File: src/rtl/opcode_decoder.sv
// opcode_decoder
// Consumer end of the keypad opcode path. Latches a pending add/subtract
// operation from the encoder strobe and waits for an enter strobe. It then
// issues the operation to the matrix ALU over a start/busy/done handshake and
// requests result display on completion. A watchdog aborts a stalled
// handshake. Every output is registered.
//
// Build option: define OPCODE_DECODER_QUEUE_EN to add a one-entry queue. The
// queue holds a strobe that arrives while an operation is in flight and
// replays it once the decoder returns to IDLE.

module opcode_decoder #(
  parameter int TIMEOUT_CYCLES = 1024,
  parameter int CNT_W          = $clog2(TIMEOUT_CYCLES + 1)
) (
  input  logic       clk,
  input  logic       nrst,
  input  logic [2:0] opcode,
  input  logic       is_op,
  input  logic       is_result,
  input  logic       is_enter,
  input  logic       alu_busy,
  input  logic       alu_done,
  output logic       alu_start,
  output logic [1:0] alu_sel,
  output logic       op_pending,
  output logic       disp_result,
  output logic       err
);

  typedef enum logic [2:0] {
    IDLE   = 3'd0,
    ARMED  = 3'd1,
    ISSUE  = 3'd2,
    WAIT   = 3'd3,
    RESULT = 3'd4
  } state_e;

  state_e state_q, state_d;

  // Latched operation: ALU select code and "produces a displayable result".
  logic [1:0] sel_q, sel_d;
  logic       res_q, res_d;

  // Watchdog counting cycles spent in WAIT.
  logic [CNT_W-1:0] wdog_q, wdog_d, wdogInc;

  // Registered output stages.
  logic       aluStart_q, aluStart_d;
  logic [1:0] aluSel_q, aluSel_d;
  logic       opPending_q, opPending_d;
  logic       dispResult_q, dispResult_d;
  logic       err_q, err_d;

  // Decoded strobe and handshake events.
  logic       opLegal;
  logic       opIllegal;
  logic [1:0] opSel;
  logic       startHit;
  logic       doneHit;
  logic       timeoutHit;
  logic       errWindow;
  logic       drainEnter;

`ifdef OPCODE_DECODER_QUEUE_EN
  // One-entry replay queue: op, result flag, enter-seen bit.
  logic       qValid_q, qValid_d;
  logic [1:0] qSel_q, qSel_d;
  logic       qRes_q, qRes_d;
  logic       qEnter_q, qEnter_d;
  logic       inFlight;
`endif

  // Classify the incoming strobe and the handshake events for this cycle.
  always_comb begin
    opLegal   = is_op && ((opcode == 3'b001) || (opcode == 3'b010));
    opIllegal = is_op && !opLegal;
    opSel     = (opcode == 3'b001) ? 2'b01 : 2'b10;
    startHit  = (state_q == ISSUE) && !alu_busy;
    doneHit   = (state_q == WAIT) && alu_done;
    // The counter saturates so that it can never wrap back to a small value.
    wdogInc   = (wdog_q >= CNT_W'(TIMEOUT_CYCLES)) ? wdog_q : wdog_q + CNT_W'(1);
    // A done arriving in the expiry cycle takes priority over the abort.
    timeoutHit = (state_q == WAIT) && !alu_done && (wdogInc == CNT_W'(TIMEOUT_CYCLES));
`ifdef OPCODE_DECODER_QUEUE_EN
    inFlight  = (state_q == ISSUE) || (state_q == WAIT) || (state_q == RESULT);
    errWindow = (state_q == IDLE) || (state_q == ARMED) || inFlight;
`else
    errWindow = (state_q == IDLE) || (state_q == ARMED);
`endif
  end

  // State register together with the latched operation, watchdog and outputs.
  always_ff @(posedge clk or negedge nrst) begin
    if (!nrst) begin
      state_q      <= IDLE;
      sel_q        <= 2'b00;
      res_q        <= 1'b0;
      wdog_q       <= '0;
      aluStart_q   <= 1'b0;
      aluSel_q     <= 2'b00;
      opPending_q  <= 1'b0;
      dispResult_q <= 1'b0;
      err_q        <= 1'b0;
`ifdef OPCODE_DECODER_QUEUE_EN
      qValid_q     <= 1'b0;
      qSel_q       <= 2'b00;
      qRes_q       <= 1'b0;
      qEnter_q     <= 1'b0;
`endif
    end else begin
      state_q      <= state_d;
      sel_q        <= sel_d;
      res_q        <= res_d;
      wdog_q       <= wdog_d;
      aluStart_q   <= aluStart_d;
      aluSel_q     <= aluSel_d;
      opPending_q  <= opPending_d;
      dispResult_q <= dispResult_d;
      err_q        <= err_d;
`ifdef OPCODE_DECODER_QUEUE_EN
      qValid_q     <= qValid_d;
      qSel_q       <= qSel_d;
      qRes_q       <= qRes_d;
      qEnter_q     <= qEnter_d;
`endif
    end
  end

  // Next-state logic: operation latching, handshake sequencing and watchdog.
  always_comb begin
    state_d    = state_q;
    sel_d      = sel_q;
    res_d      = res_q;
    wdog_d     = wdog_q;
    drainEnter = 1'b0;
`ifdef OPCODE_DECODER_QUEUE_EN
    qValid_d   = qValid_q;
    qSel_d     = qSel_q;
    qRes_d     = qRes_q;
    qEnter_d   = qEnter_q;
`endif

    unique case (state_q)
      IDLE: begin
`ifdef OPCODE_DECODER_QUEUE_EN
        if (qValid_q) begin
          // Replay the queued strobe. A fresh strobe in this cycle behaves
          // as if it had arrived in ARMED.
          sel_d      = qSel_q;
          res_d      = qRes_q;
          drainEnter = qEnter_q;
          qValid_d   = 1'b0;
          qEnter_d   = 1'b0;
          if (opLegal) begin
            sel_d      = opSel;
            res_d      = is_result;
            drainEnter = drainEnter | is_enter;
          end else if (!is_op) begin
            drainEnter = drainEnter | is_enter;
          end
          state_d = drainEnter ? ISSUE : ARMED;
        end else
`endif
        if (opLegal) begin
          sel_d   = opSel;
          res_d   = is_result;
          state_d = is_enter ? ISSUE : ARMED;
        end
      end

      ARMED: begin
        if (opLegal) begin
          sel_d = opSel;
          res_d = is_result;
          if (is_enter) state_d = ISSUE;
        end else if (!is_op && is_enter) begin
          state_d = ISSUE;
        end
      end

      ISSUE: begin
        if (startHit) begin
          wdog_d  = '0;
          state_d = WAIT;
        end
      end

      WAIT: begin
        wdog_d = wdogInc;
        if (doneHit) begin
          if (res_q) begin
            state_d = RESULT;
          end else begin
            state_d = IDLE;
            sel_d   = 2'b00;
            res_d   = 1'b0;
          end
        end else if (timeoutHit) begin
          state_d = IDLE;
          sel_d   = 2'b00;
          res_d   = 1'b0;
        end
      end

      RESULT: begin
        state_d = IDLE;
        sel_d   = 2'b00;
        res_d   = 1'b0;
      end

      default: begin
        state_d = IDLE;
        sel_d   = 2'b00;
        res_d   = 1'b0;
      end
    endcase

`ifdef OPCODE_DECODER_QUEUE_EN
    // While an operation is in flight the most recent strobe goes into the
    // queue. An abort discards whatever is waiting there.
    if (timeoutHit) begin
      qValid_d = 1'b0;
      qSel_d   = 2'b00;
      qRes_d   = 1'b0;
      qEnter_d = 1'b0;
    end else if (inFlight) begin
      if (opLegal) begin
        qValid_d = 1'b1;
        qSel_d   = opSel;
        qRes_d   = is_result;
        qEnter_d = is_enter;
      end else if (!is_op && is_enter && qValid_q) begin
        qEnter_d = 1'b1;
      end
    end
`endif
  end

  // Output logic: the values every output register takes at the next edge.
  always_comb begin
    aluStart_d   = startHit;
    aluSel_d     = (state_d == WAIT) ? sel_d : 2'b00;
    opPending_d  = (state_d == ARMED) || (state_d == ISSUE);
    dispResult_d = (state_d == RESULT);
    err_d        = timeoutHit || (opIllegal && errWindow);
  end

  assign alu_start   = aluStart_q;
  assign alu_sel     = aluSel_q;
  assign op_pending  = opPending_q;
  assign disp_result = dispResult_q;
  assign err         = err_q;

endmodule

File: config.mk
export PLATFORM = sky130hd
export DESIGN_NAME = opcode_decoder
export DESIGN_NICKNAME = d
export VERILOG_FILES = /design/src/rtl/opcode_decoder.sv
export SDC_FILE = /design/constraint.sdc
export NUM_CORES = 1
export LEC_CHECK = 0
export CAP_MARGIN = 25
export CORE_MARGIN = 3
export CORE_UTILIZATION = 50
export DETAILED_ROUTE_END_ITERATION = 7
export PLACE_DENSITY_LB_ADDON = 0.1
export REMOVE_ABC_BUFFERS = 1
export SLEW_MARGIN = 20
export SYNTH_ARGS = -nofsm -noshare
export SYNTH_HDL_FRONTEND = slang
export SYNTH_SLANG_ARGS = --single-unit
File: constraint.sdc
create_clock -name clk -period 2.25 [get_ports clk]
set_clock_uncertainty 0.05 [all_clocks]
set_input_delay 0.3375 -clock clk [delete_from_list [all_inputs] [get_ports clk]]
set_output_delay 0.3375 -clock clk [all_outputs]
set_load 0.1 [all_outputs]
-- Yosys cells after proc, flatten, opt, wreduce, memory -nomap -nowiden
Cells that the tools add are included.
- flip-flop bits (word level): 23
- logic and storage cells: 71
- $add $sub $neg: 1
- magnitude comparators: 1
- equality and inequality tests: 13
- mux-type cells: 25
- bitwise gates (word level): 1
- reduce and logical (&&, ||, !) cells: 21
- operators with widths (cell ; number):
    $mux 3 ; 8
    $mux 11 ; 2
    $pmux 11 s2 ; 1
    $eq 3x2->1 const B ; 5
    $mux 2 ; 7
    $pmux 3 s4 ; 1
    $add 11x1->11 const B ; 1
    $eq 11x11->1 const B ; 1
    $ge 11x11->1 const B ; 1
    $eq 3x1->1 const B ; 3
    $logic_and 1x1->1 ; 8
    $pmux 2 s3 ; 1
    $logic_not 1->1 ; 4
    $logic_or 1x1->1 ; 4
    $mux 1 ; 4
    $eq 3x3->1 const B ; 1
    $logic_not 3->1 ; 1
    $ne 3x3->1 const B ; 1
    $pmux 1 s3 ; 1
    $reduce_and 3->1 ; 1
    $ne 2x1->1 const B ; 1
    $ne 2x2->1 const B ; 1
    $reduce_and 2->1 ; 1
    $reduce_bool 2->1 ; 1
    2 further kinds ; 2

-- Depth between registers and ports, before layout
Gate-level depths: netlist (run 1).
- word-level depth: 9
- mapped depth: 8
- mapped depth without buffers: 7

-- Worst setup path before layout (run 1)
Ideal clock, no wire load.
- path kind: flip-flop to flip-flop
- from: register wdog_q[4]
- to: register aluSel_q[1], in the netlist alu_sel[1]
- library setup time: 0.098 ns
- arrival: 1.593 ns
- required time: 2.102 ns
- slack: 0.509 ns
- cell stages (with the launch flop): 8
- buffers on the path: 2
- period minus slack after synthesis: 1.741 ns
- cells stage by stage: dfrtp_1 > clkbuf_1 > and4_1 > nand3_2 > xnor2_1 > and4_1 > buf_6 > nor4bb_2
- cells in the longest elaborated chain, start to end: 9
- elaborated cells on any way between the ends: 13
- those cells by class: 1 x add/sub; 1 x order compare; 2 x eq/ne; 8 x mux; 1 x reduce/logical
- RTL lines (what ; RTL line ; RTL):
    from (decl) ; 46 ; logic [CNT_W-1:0] wdog_q, wdog_d, wdogInc;
    from (signal assigned) ; 115 ; wdog_q <= wdog_d;
    $add 11x1->11 or $ge 11x11->1 (tied branches) ; 82 ; wdogInc = (wdog_q >= CNT_W'(TIMEOUT_CYCLES)) ? wdog_q : wdog_q + CNT_W'(1);
    $mux 11 * ; 82 ;
    $eq 11x11->1 * ; 84 ; timeoutHit = (state_q == WAIT) && !alu_done && (wdogInc == CNT_W'(TIMEOUT_CYCLES));
    $logic_and 1x1->1 * ; 84 ;
    $mux 3 ; 199 ; end else if (timeoutHit) begin
    $mux 3 ; 191 ; if (doneHit) begin
    $pmux 3 s4 ; 144 ; unique case (state_q)
    $eq 3x2->1 ; 243 ; aluSel_d = (state_d == WAIT) ? sel_d : 2'b00;
    $mux 2 * ; 243 ;
    via aluSel_d[1] ; 50 ; logic [1:0] aluSel_q, aluSel_d;
    to (signal assigned) ; 117 ; aluSel_q <= aluSel_d;
    to (decl) ; 50 ;
The timed path passes the listed nets; every way through them passes the cells marked *.
A chain may end at the register's enable or synchronous reset.

-- Worst setup path in the final report (run 1)
- from: register wdog_q[0]
- to: register state_q[1]
- cells in the longest elaborated chain, start to end: 7
- elaborated cells on any way between the ends: 8
- those cells by class: 1 x add/sub; 1 x order compare; 1 x eq/ne; 4 x mux; 1 x reduce/logical
- RTL lines (what ; RTL line ; RTL):
    $add 11x1->11 or $ge 11x11->1 (tied branches) ; 82 ;
    $mux 11 * ; 82 ;
    $eq 11x11->1 * ; 84 ;
    $logic_and 1x1->1 * ; 84 ;
    $mux 3 * ; 199 ;
    $mux 3 * ; 191 ;
    $pmux 3 s4 * ; 144 ;
    via state_d[1] ; 39 ; state_e state_q, state_d;
    to (signal assigned) ; 112 ; state_q <= state_d;
    to (decl) ; 39 ;
Marks and branches as above.

==> results of run 1 <==
## sequential cells by signal, summed over array words and instances (netlist names)
signal / flops
op_pending: 1
res_q: 1
state_q: 3
wdog_q: 11
disp_result: 1
err: 1
sel_q: 2
alu_start: 1
alu_sel: 2
## cells in the mapped netlist (all sizes together) (2+ instances only)
master | instances | area [µm²]
nand3 | 7 | 40.0
o21ai | 11 | 55.1
and3 | 4 | 25.0
nor3 | 5 | 25.0
a22o | 2 | 17.5
dfrtp | 23 | 576
nand2b | 3 | 18.8
a21oi | 11 | 55.1
nor2b | 4 | 25.0
mux2 | 2 | 22.5
inv | 6 | 22.5
nand2 | 14 | 55.1
o31ai | 4 | 30.0
mux2i | 3 | 30.0
ha | 2 | 25.0
buf | 5 | 40.0
o211ai | 3 | 22.5
nor2 | 11 | 41.3
and4 | 2 | 17.5
clkbuf | 4 | 16.3
xnor2 | 4 | 35.0
nand4 | 2 | 12.5
## metrics by stage
stage / instances / setup slack, ns
2_1_floorplan: 143 / 0.428
3_3_place_gp: 194 / 0.264
3_5_place_dp: 194 / 0.188
4_1_cts: 198 / 0.178
5_1_grt: 198 / 0.0346
6_report: 198 / 0.279
## cells by family after synthesis
group | Yosys count | share of synthesized area, %
AO/OA/AOI/OAI | 41 | 19.0
flip-flops | 23 | 41.7
adder cells (fa/ha/maj) | 2 | 1.81
multiplexers | 5 | 3.81
buffers and inverters | 15 | 5.72
XOR/XNOR | 4 | 2.54
AND/OR/NAND/NOR | 62 | 25.4
## report_power, final
group / switching, mW / internal [mW]
registers: 0.125 / 0.523
logic: 0.576 / 0.311
clock network: 0.123 / 0.0664
## worst paths after layout
kind | from | endpoint | slack (ns) | depth (start not counted)
setup / recovery | wdog_q[0]$_DFFE_PN0P_ | state_q[1]$_DFF_PN0_ | 0.28 | 7
hold / removal | nrst | wdog_q[6]$_DFFE_PN0P_ | 0.31 | 2
setup reg to reg | wdog_q[0]$_DFFE_PN0P_ | state_q[1]$_DFF_PN0_ | 0.28 | 7
hold reg to reg | wdog_q[8]$_DFFE_PN0P_ | wdog_q[8]$_DFFE_PN0P_ | 0.52 | 2
max in group asynchronous | nrst | wdog_q[0]$_DFFE_PN0P_ | 1.61 | 2
min in group clk | wdog_q[8]$_DFFE_PN0P_ | wdog_q[8]$_DFFE_PN0P_ | 0.52 | 2
## critical path, delay by kind of cell, from the launching register on
kind,cells,cell delay (ns)
AND/OR/NAND/NOR,3,0.81
flip-flops,1,0.42
adder cells (fa/ha/maj),1,0.32
AO/OA/AOI/OAI,2,0.19
buffers and inverters,1,0.07
## metal layers
metal  GRT usage (%)  routed length (µm)  vias to the layer above
met5               0                   0                        -
met4            8.61                  55                        0
met3            3.07                 183                        7
met2            30.8                1360                       44
met1            27.7                1450                      579
li1                -                   -                      585
## cell type report
type / count / area, µm²
inverters: 6 / 22.5
multi-input cells: 114 / 727
flip-flops and latches: 23 / 576
repair buffers: 21 / 180
fillers: 238 / 975
clock buffers: 3 / 22.5
clock inverters: 1 / 5.00
well taps: 30 / 37.5
## what timing repair did
action | 4_1_cts | 5_1_grt
endpoints found under the setup margin | 0 | 8
hold buffers | 0 | 0
resized for setup | 0 | 2
==> metrics.md, run 1 <==
| Metric | Value |
|---|---|
| Vias/cell | 6.14 |
| Final-report setup violation count | 0 |
| Residual DRC | 0 |
| Hold WS | 0.309 ns |
| P&R area growth vs syn | 13.9% |
| N_diodes | 0 |
| Vias in the first global route | 1121 |
| DRT Wirelength | 3050 µm |
| Crit Path Category | register to register |
| Synth unique cells | 47 |
| CP Capture Type | register |
| Power per cell area | 1100 nW/µm² |
| Final ANT Viol Nets | 0 |
| Worst VDD drop | between 1 and 1.5 mV |
| Largest net degree at the start of global routing | 24 |
| Clock sink count | 23 |
| RSZ-0062 raised after global routing | no |
| DR pass1 iterations | 4 |
| HP Class | input pin to asynchronous set/reset pin |
| Critical path required time | approximately 2.4 ns |
| Max_cap viols | 0 |
| Normalized max-slew margin | 71.9% |
| Die area | 3420 µm² |
| Buffers added on ports | 15 |
| Initial antenna violation count | 0 |
| Syn_area_per_cell | a little over 9 µm² |
| Overflow after GRT | 0 |
| Worst path cell trace | inv_1, ha_1, nor3b_1, a31oi_1, nor4_1, and4_4, o211ai_1 |
| Sequential area share after synthesis | a little over two fifths |
| Die Y | 58.5 µm |
| Commonest non-fill, non-tap cells in the layout | 23 x dfrtp_1, 13 x nand2_1, 12 x buf_4 |
| GPL Wtd Cong | ~0.86 |
| Synth warnings | 0 |
| Worst slew pin tran | between 0.4 and 0.5 ns |
| Chip Width | 58.5 µm |
| Synth Cell Area | 1380 µm² |
| Max-slew violations | 0 |
| H-tree depth | 1 |
| Leak | 0.684 nW |
| Slowest-stage cell, CP | dfrtp_1 |
| Most common cell after layout, fill and taps aside | dfrtp_1 |
| Root Driver | clkbuf_4 |
| Pwr Total | 1.72 mW |
| TritonCTS Buffers | 3 |
| Clk_lat worst skew | 0.31 ns |
| Clock tree buffer depth | 2 |
| Critical Path AT | 2.12 ns |
| DP Area | 1540 µm² |
| Layout Utilization | 61.7% |
| Worst path max stage delay | roughly 0.42 ns |
| CTS tree | yes |
| Layout Nets | between 150 and 200 |
| Initial drt markers | 23 |
| Setup tns final | 0 ns |
| WL per Instance | around 15 µm |
| First-pass GRT wire length | 5170 µm |
| Fin crit share | 87.6% |
| Outcome | finished, final reports clean |
| Post-synth EDFFs | 0 |
| Io pins | 16 |
| Num rows | 18 |
| Post-synth ARST share | 100% |
| Crit path time final | 1.97 ns |
| Post-synthesis register bit count | 23 |
| Layout cell share with drive strength beyond 1 | 14.9% |
| Synth Instances | ~150 |
| Final hold violations | 0 |
| Dpl hpwl | 2290 µm |
| Routed vias | 1215 |
| Final Cell Area | roughly 1600 µm² |
| Core ar. | 2540 µm² |
| Largest fanout on the critical path | 8 |
| CP Launch Type | register |
| Overall routing resource usage | between 10% and 20% |
| Starting Density | 54.2% |
| Synth Flop Type | dfrtp_1 |
| Fmax | between 0.5 and 0.6 GHz |
| Clk pin slew, worst setup/hold paths | 0.13 ns |
| Setup Buffers After CTS | 0 |
No activity file was read; power rests on OpenSTA's default activity.
==> run 2: changes to the inputs <==
--- a/config.mk
+++ b/config.mk
@@ -9,6 +9,8 @@
 export CORE_MARGIN = 3
 export CORE_UTILIZATION = 50
 export DETAILED_ROUTE_END_ITERATION = 7
+export GPL_TIMING_DRIVEN = 0
+export HOLD_SLACK_MARGIN = 0.15
 export PLACE_DENSITY_LB_ADDON = 0.1
 export REMOVE_ABC_BUFFERS = 1
 export SLEW_MARGIN = 20
==> run 2 against run 1 <==
  * Routed wire length grew 1.1%
  * Count of clock-buffer cells in the layout grew 1
  * Sequential share of layout area grew 0.47 points
  * Sequential cell count is the same
  * Clock power grew 4%
  * Sequential power grew 1%
  * Highest routed layer unchanged
  * Critical path depth shrank 6
  * Setup slack lost 0.21 ns
  * Critical path type is now register to primary output
  * Register-to-register slack lost 0.12 ns
  * Combinational power shrank 5.0%
  * Maximum frequency shrank 9.7%
  * Largest cell class unchanged
  * Largest power group unchanged
==> metrics.md, run 2 (same netlist as run 1, synthesis figures left out) <==
| Metric | Value |
|---|---|
| HP Class | input pin to asynchronous set/reset pin |
| Clk_lat worst skew | 0.31 ns |
| H-tree depth | 1 |
| Critical path origin | alu_start$_DFF_PN0_ |
| Outcome | finished, final reports clean |
| Largest register by flop count | wdog_q |
| Critical Path Stages | 1 |
| DR pass1 iterations | 4 |
| Layout cell share with drive strength beyond 1 | 8.59% |
| Vias/cell | a little over 6 |
| Commonest non-fill, non-tap cells in the layout | 23 x dfrtp_1, 14 x clkdlybuf4s50_1, 13 x nand2_1 |
| Final hold violations | 0 |
| Worst slew pin tran | 0.965 ns |
| Residual DRC | 0 |
| Crit path time final | 2.18 ns |
| Max-slew violations | 0 |
| Fill cells | about 240 |
| Io pins | 16 |
| RSZ-0062 raised after global routing | no |
| Layout Nets | 176 |
| Num rows | 18 |
| Critical Path AT | 1.80 ns |
| Fmax | 0.458 GHz |
| Overflow after GRT | 0 |
| Layout Utilization | 60.9% |
| Worst path max stage delay | 1.13 ns |
| Final-report setup violation count | 0 |
| Slowest-stage cell, CP | clkdlybuf4s50_1 |
| Most common cell after layout, fill and taps aside | dfrtp_1 |
| Final ANT Viol Nets | 0 |
| N_diodes | 0 |
| CP Launch Type | register |
| Max_cap viols | 0 |
| Die area | 3420 µm² |
| Initial drt markers | 34 |
| Initial antenna violation count | 0 |
| Worst VDD drop | 0.663 mV |
| Biggest regs | wdog_q: 11 flops, state_q: 3 flops |
| GPL Wtd Cong | 0.858 |
| P&R area growth vs syn | 12.4% |
| TritonCTS Buffers | 3 |
| First-pass GRT wire length | ~5400 µm |
| Largest net degree at the start of global routing | 24 |
| Hold WS | 0.460 ns |
| Vias in the first global route | between 1000 and 1500 |
| Buffers added on ports | 15 |
| DP Area | 1510 µm² |
| Crit-path leading delay family | buffers and inverters |
| Flop2flop setup slack | about 0.16 ns |
| Root Driver | clkbuf_4 |
| Routed vias | 1198 |
| Clock tree buffer depth | 2 |
| Routed met1 length | 1440 µm |
| Setup Buffers After CTS | 0 |
| CTS tree | yes |
| Overall routing resource usage | 20.5% |
| Met2 Routed Length | 1430 µm |
| Largest register FFs | 11 |
| Highest Signal Layer | met4 |
| Die Y | 58.5 µm |
| DRT Wirelength | around 3000 µm |
| Core ar. | 2540 µm² |
| Worst path cell trace | clkdlybuf4s50_1 |
| WL per Instance | between 15 and 20 µm |
| Critical path required time | 1.86 ns |
| Fin crit share | 97.1% |
| FF-to-FF path depth | 7 |
| Leak | 0.650 nW |
| Clk pin slew, worst setup/hold paths | 0.13 ns |
| Crit Path Category | register to primary output |
| WL met3 | 171 µm |
| Reg-to-reg endpoint | state_q[1]$_DFF_PN0_ |
| Dpl hpwl | 2190 µm |
| Normalized max-slew margin | 35.4% |
| Power per cell area | between 1000 and 1500 nW/µm² |
| Buf/Inv on CP | 1 |
| Chip Width | 58.5 µm |
| Clock sink count | 23 |
| Setup tns final | 0 ns |
| Final Cell Area | 1550 µm² |
| Starting Density | a little over half |
| Largest fanout on the critical path | 1 |
| CP Capture Type | primary output |
| R2R Path Start | wdog_q[0]$_DFFE_PN0P_ |
run 2: per-stage QoR:
step / setup WS, ns / power [mW] / cells
detailed placement: -0.193 / 1.49 / 188
floorplan: 0.428 / 1.26 / 143
global placement: -0.0907 / 1.46 / 188
global route: 0.000849 / 1.82 / 193
finish: 0.0662 / 1.69 / 193
CTS: 0.0523 / 1.70 / 192
run 2: layer usage:
layer	vias to the layer above	track usage, %
met5	-	0
met4	0	8.94
met3	4	2.85
met2	40	32.2
met1	579	28.1
li1	575	-
run 2: timing repair:
action                     CTS  global route
gates cloned                 0             0
hold buffers                 0             1
setup endpoints to repair    8             8
hold endpoints to repair     0            23
gates resized for setup      2             1
run 2: cell type report:
class	instances	area (µm²)	share of cell area (%)
multi-input cells	114	733	47.3
flip-flops and latches	23	576	37.1
repair buffers	16	155	10.0
well taps	30	37.5	2.42
clock buffers	4	26.3	1.69
inverters	6	22.5	1.45
run 2: power breakdown:
group          internal (mW)  switching [mW]
combinational          0.289           0.553
clock                 0.0693           0.129
sequential             0.522           0.133
total                  0.881           0.814
run 2: how the worst max path moves through the flow:
| stage | endpoint | slack, ns |
|---|---|---|
| global route | alu_start | 0.0008 |
| finish | alu_start | 0.07 |
| floorplan | state_q[1]$_DFF_PN0_ | 0.43 |
| global placement | state_q[1]$_DFF_PN0_ | -0.09 |
| detailed placement | state_q[1]$_DFF_PN0_ | -0.19 |
| CTS | alu_start | 0.05 |
==> run 3: changes to the inputs <==
--- a/config.mk
+++ b/config.mk
@@ -5,8 +5,7 @@
 export SDC_FILE = /design/constraint.sdc
 export NUM_CORES = 1
 export LEC_CHECK = 0
-export CAP_MARGIN = 25
-export CORE_MARGIN = 3
+export CAP_MARGIN = 30
 export CORE_UTILIZATION = 50
 export DETAILED_ROUTE_END_ITERATION = 7
 export GPL_TIMING_DRIVEN = 0
==> run 3 against run 2 <==
  * Sequential share of layout area shrank 0.50 points
  * Routed wire length fell by 0.36%
  * Largest power group unchanged
  * Clock power hardly changed
  * Non-clock buffer count unchanged
==> metrics.md, run 3 (same netlist as run 1, synthesis figures left out) <==
| Metric | Value |
|---|---|
| DRT Wirelength | approximately 3100 µm |
| Fmax | around 0.46 GHz |
| Buf/Inv on CP | 1 |
| WL per Instance | about 16 µm |
| Crit Path Category | register to primary output |
| Initial antenna violation count | 0 |
| RSZ-0062 raised after global routing | no |
| Worst slew pin tran | approximately 0.96 ns |
| Clk_lat worst skew | approximately 0.32 ns |
| Worst slack, placed | -0.171 ns |
| WL met3 | 104 µm |
| Cts hold-fix bufs | 0 |
| Non-filler cells, final | 193 |
| Clock sink count | 23 |
| H-tree depth | 1 |
| Root Driver | clkbuf_4 |
| Critical Path AT | 1.79 ns |
| Routed vias | 1203 |
| Num rows | 18 |
| Vias in the first global route | 1079 |
| DR pass1 iterations | 5 |
| Final Cell Area | 1570 µm² |
| Outcome | finished, final reports clean |
| Largest net degree at the start of global routing | 15 |
| Routed met1 length | 1530 µm |
| Layout cell share with drive strength beyond 1 | 9.82% |
| CTS tree | yes |
| Most common cell after layout, fill and taps aside | dfrtp_1 |
| Clk pwr share | around 12% |
| HP Class | input pin to asynchronous set/reset pin |
| Core ar. | 2540 µm² |
| R2R Path Start | wdog_q[0]$_DFFE_PN0P_ |
| Layout Nets | 176 |
| Final-report setup violation count | 0 |
| Fill cells | between 200 and 250 |
| Setup tns final | 0 ns |
| Normalized max-slew margin | 35.6% |
| Overall routing resource usage | 23.9% |
| CP Capture Type | primary output |
| Io pins | 16 |
| N_diodes | 0 |
| Die area | 2970 µm² |
| Residual DRC | 0 |
| Dpl hpwl | 2200 µm |
| Final ANT Viol Nets | 0 |
| Flop2flop setup slack | 0.31 ns |
| DP Area | 1530 µm² |
| FF-to-FF path depth | 7 |
| Clk pin slew, worst setup/hold paths | 0.13 ns |
| Power per cell area | 1090 nW/µm² |
| Max_cap viols | 0 |
| Biggest regs | wdog_q: 11 flops, state_q: 3 flops |
| Sw Pwr | 0.827 mW |
| GPL Wtd Cong | 0.898 |
| Met2 Routed Length | 1430 µm |
| Worst path max stage delay | between 1 and 1.5 ns |
| Max-slew violations | 0 |
| Worst path cell trace | clkdlybuf4s50_1 |
| TritonCTS Buffers | 3 |
| Largest register by flop count | wdog_q |
| Crit-path leading delay family | buffers and inverters |
| Slowest-stage cell, CP | clkdlybuf4s50_1 |
| Die Y | 54.5 µm |
| Switching share of power | 48.4% |
| Worst VDD drop | ~0.89 mV |
| Commonest non-fill, non-tap cells in the layout | 23 x dfrtp_1, 14 x clkdlybuf4s50_1, 13 x nand2_1 |
| Initial drt markers | 20 |
| Clock tree buffer depth | 2 |
| Critical path required time | between 1.5 and 2 ns |
| Vias/cell | about 6.2 |
| Combinational share of power | 49.9% |
| Largest register FFs | 11 |
| First-pass GRT wire length | 4990 µm |
| Starting Density | 54.2% |
| Seq pwr share | 38.6% |
| Post-Place Cells | 189 |
| Highest Signal Layer | met4 |
| Crit path time final | between 2 and 2.5 ns |
| Reg-to-reg endpoint | state_q[1]$_DFF_PN0_ |
| Buffers added on ports | 15 |
| P&R area growth vs syn | 14.0% |
| Final hold violations | 0 |
| Worst setup margin | ~0.073 ns |
| Chip Width | ~55 µm |
| Setup Buffers After CTS | 0 |
| Overflow after GRT | 0 |
| Internal power | 0.880 mW |
| Fin crit share | between 90% and 100% |
| CP Launch Type | register |
| Leak | approximately 0.67 nW |
| Largest fanout on the critical path | 1 |
[run 3: power groups by stage]
stage          logic, mW  clock network, mW  registers (mW)
3_5_place_dp       0.833                  0           0.660
3_3_place_gp       0.807                  0           0.650
6_report           0.852              0.197           0.658
2_1_floorplan      0.422                  0           0.838
5_1_grt            0.931              0.219           0.676
4_1_cts            0.840              0.207           0.653
[run 3: stage by stage]
stage / hold WS, ns / power (mW) / util, %
detailed placement: 0.493 / 1.49 / 59.9
floorplan: -0.00809 / 1.26 / -
CTS: 0.279 / 1.70 / 61.2
finish: 0.281 / 1.71 / 61.8
global placement: 0.473 / 1.46 / 59.3
global route: 0.299 / 1.83 / 61.8
[run 3: area by class of cell]
cell class | count | area [µm²] | share of cell area (%)
inverter | 6 | 22.5 | 1.43
multi-input combinational | 114 | 741 | 47.1
clock buffer | 3 | 22.5 | 1.43
tap | 30 | 37.5 | 2.39
timing repair buffer | 16 | 168 | 10.7
clock inverter | 1 | 5.00 | 0.318
sequential | 23 | 576 | 36.6
[run 3: worst max path at each step]
stage                                     from                    to  slack (ns)  depth (start not counted)
after floorplan           state_q[1]$_DFF_PN0_  state_q[1]$_DFF_PN0_        0.43                          5
after global placement    state_q[1]$_DFF_PN0_  state_q[1]$_DFF_PN0_       -0.08                          5
after detailed placement  state_q[1]$_DFF_PN0_  state_q[1]$_DFF_PN0_       -0.17                          5
after CTS                  alu_start$_DFF_PN0_             alu_start        0.05                          1
after global routing      op_pending$_DFF_PN0_            op_pending       0.005                          1
final                      alu_start$_DFF_PN0_             alu_start        0.07                          1
[run 3: metal layers]
layer,vias to the layer above,GRT usage [%]
met5,-,0
met4,0,5.56
met3,2,5.28
met2,32,38.0
met1,592,32.9
li1,577,-
[run 3: repair_timing]
action / CTS / global route
pin swaps: 0 / 0
setup endpoints to repair: 8 / 9
resized for setup: 2 / 4
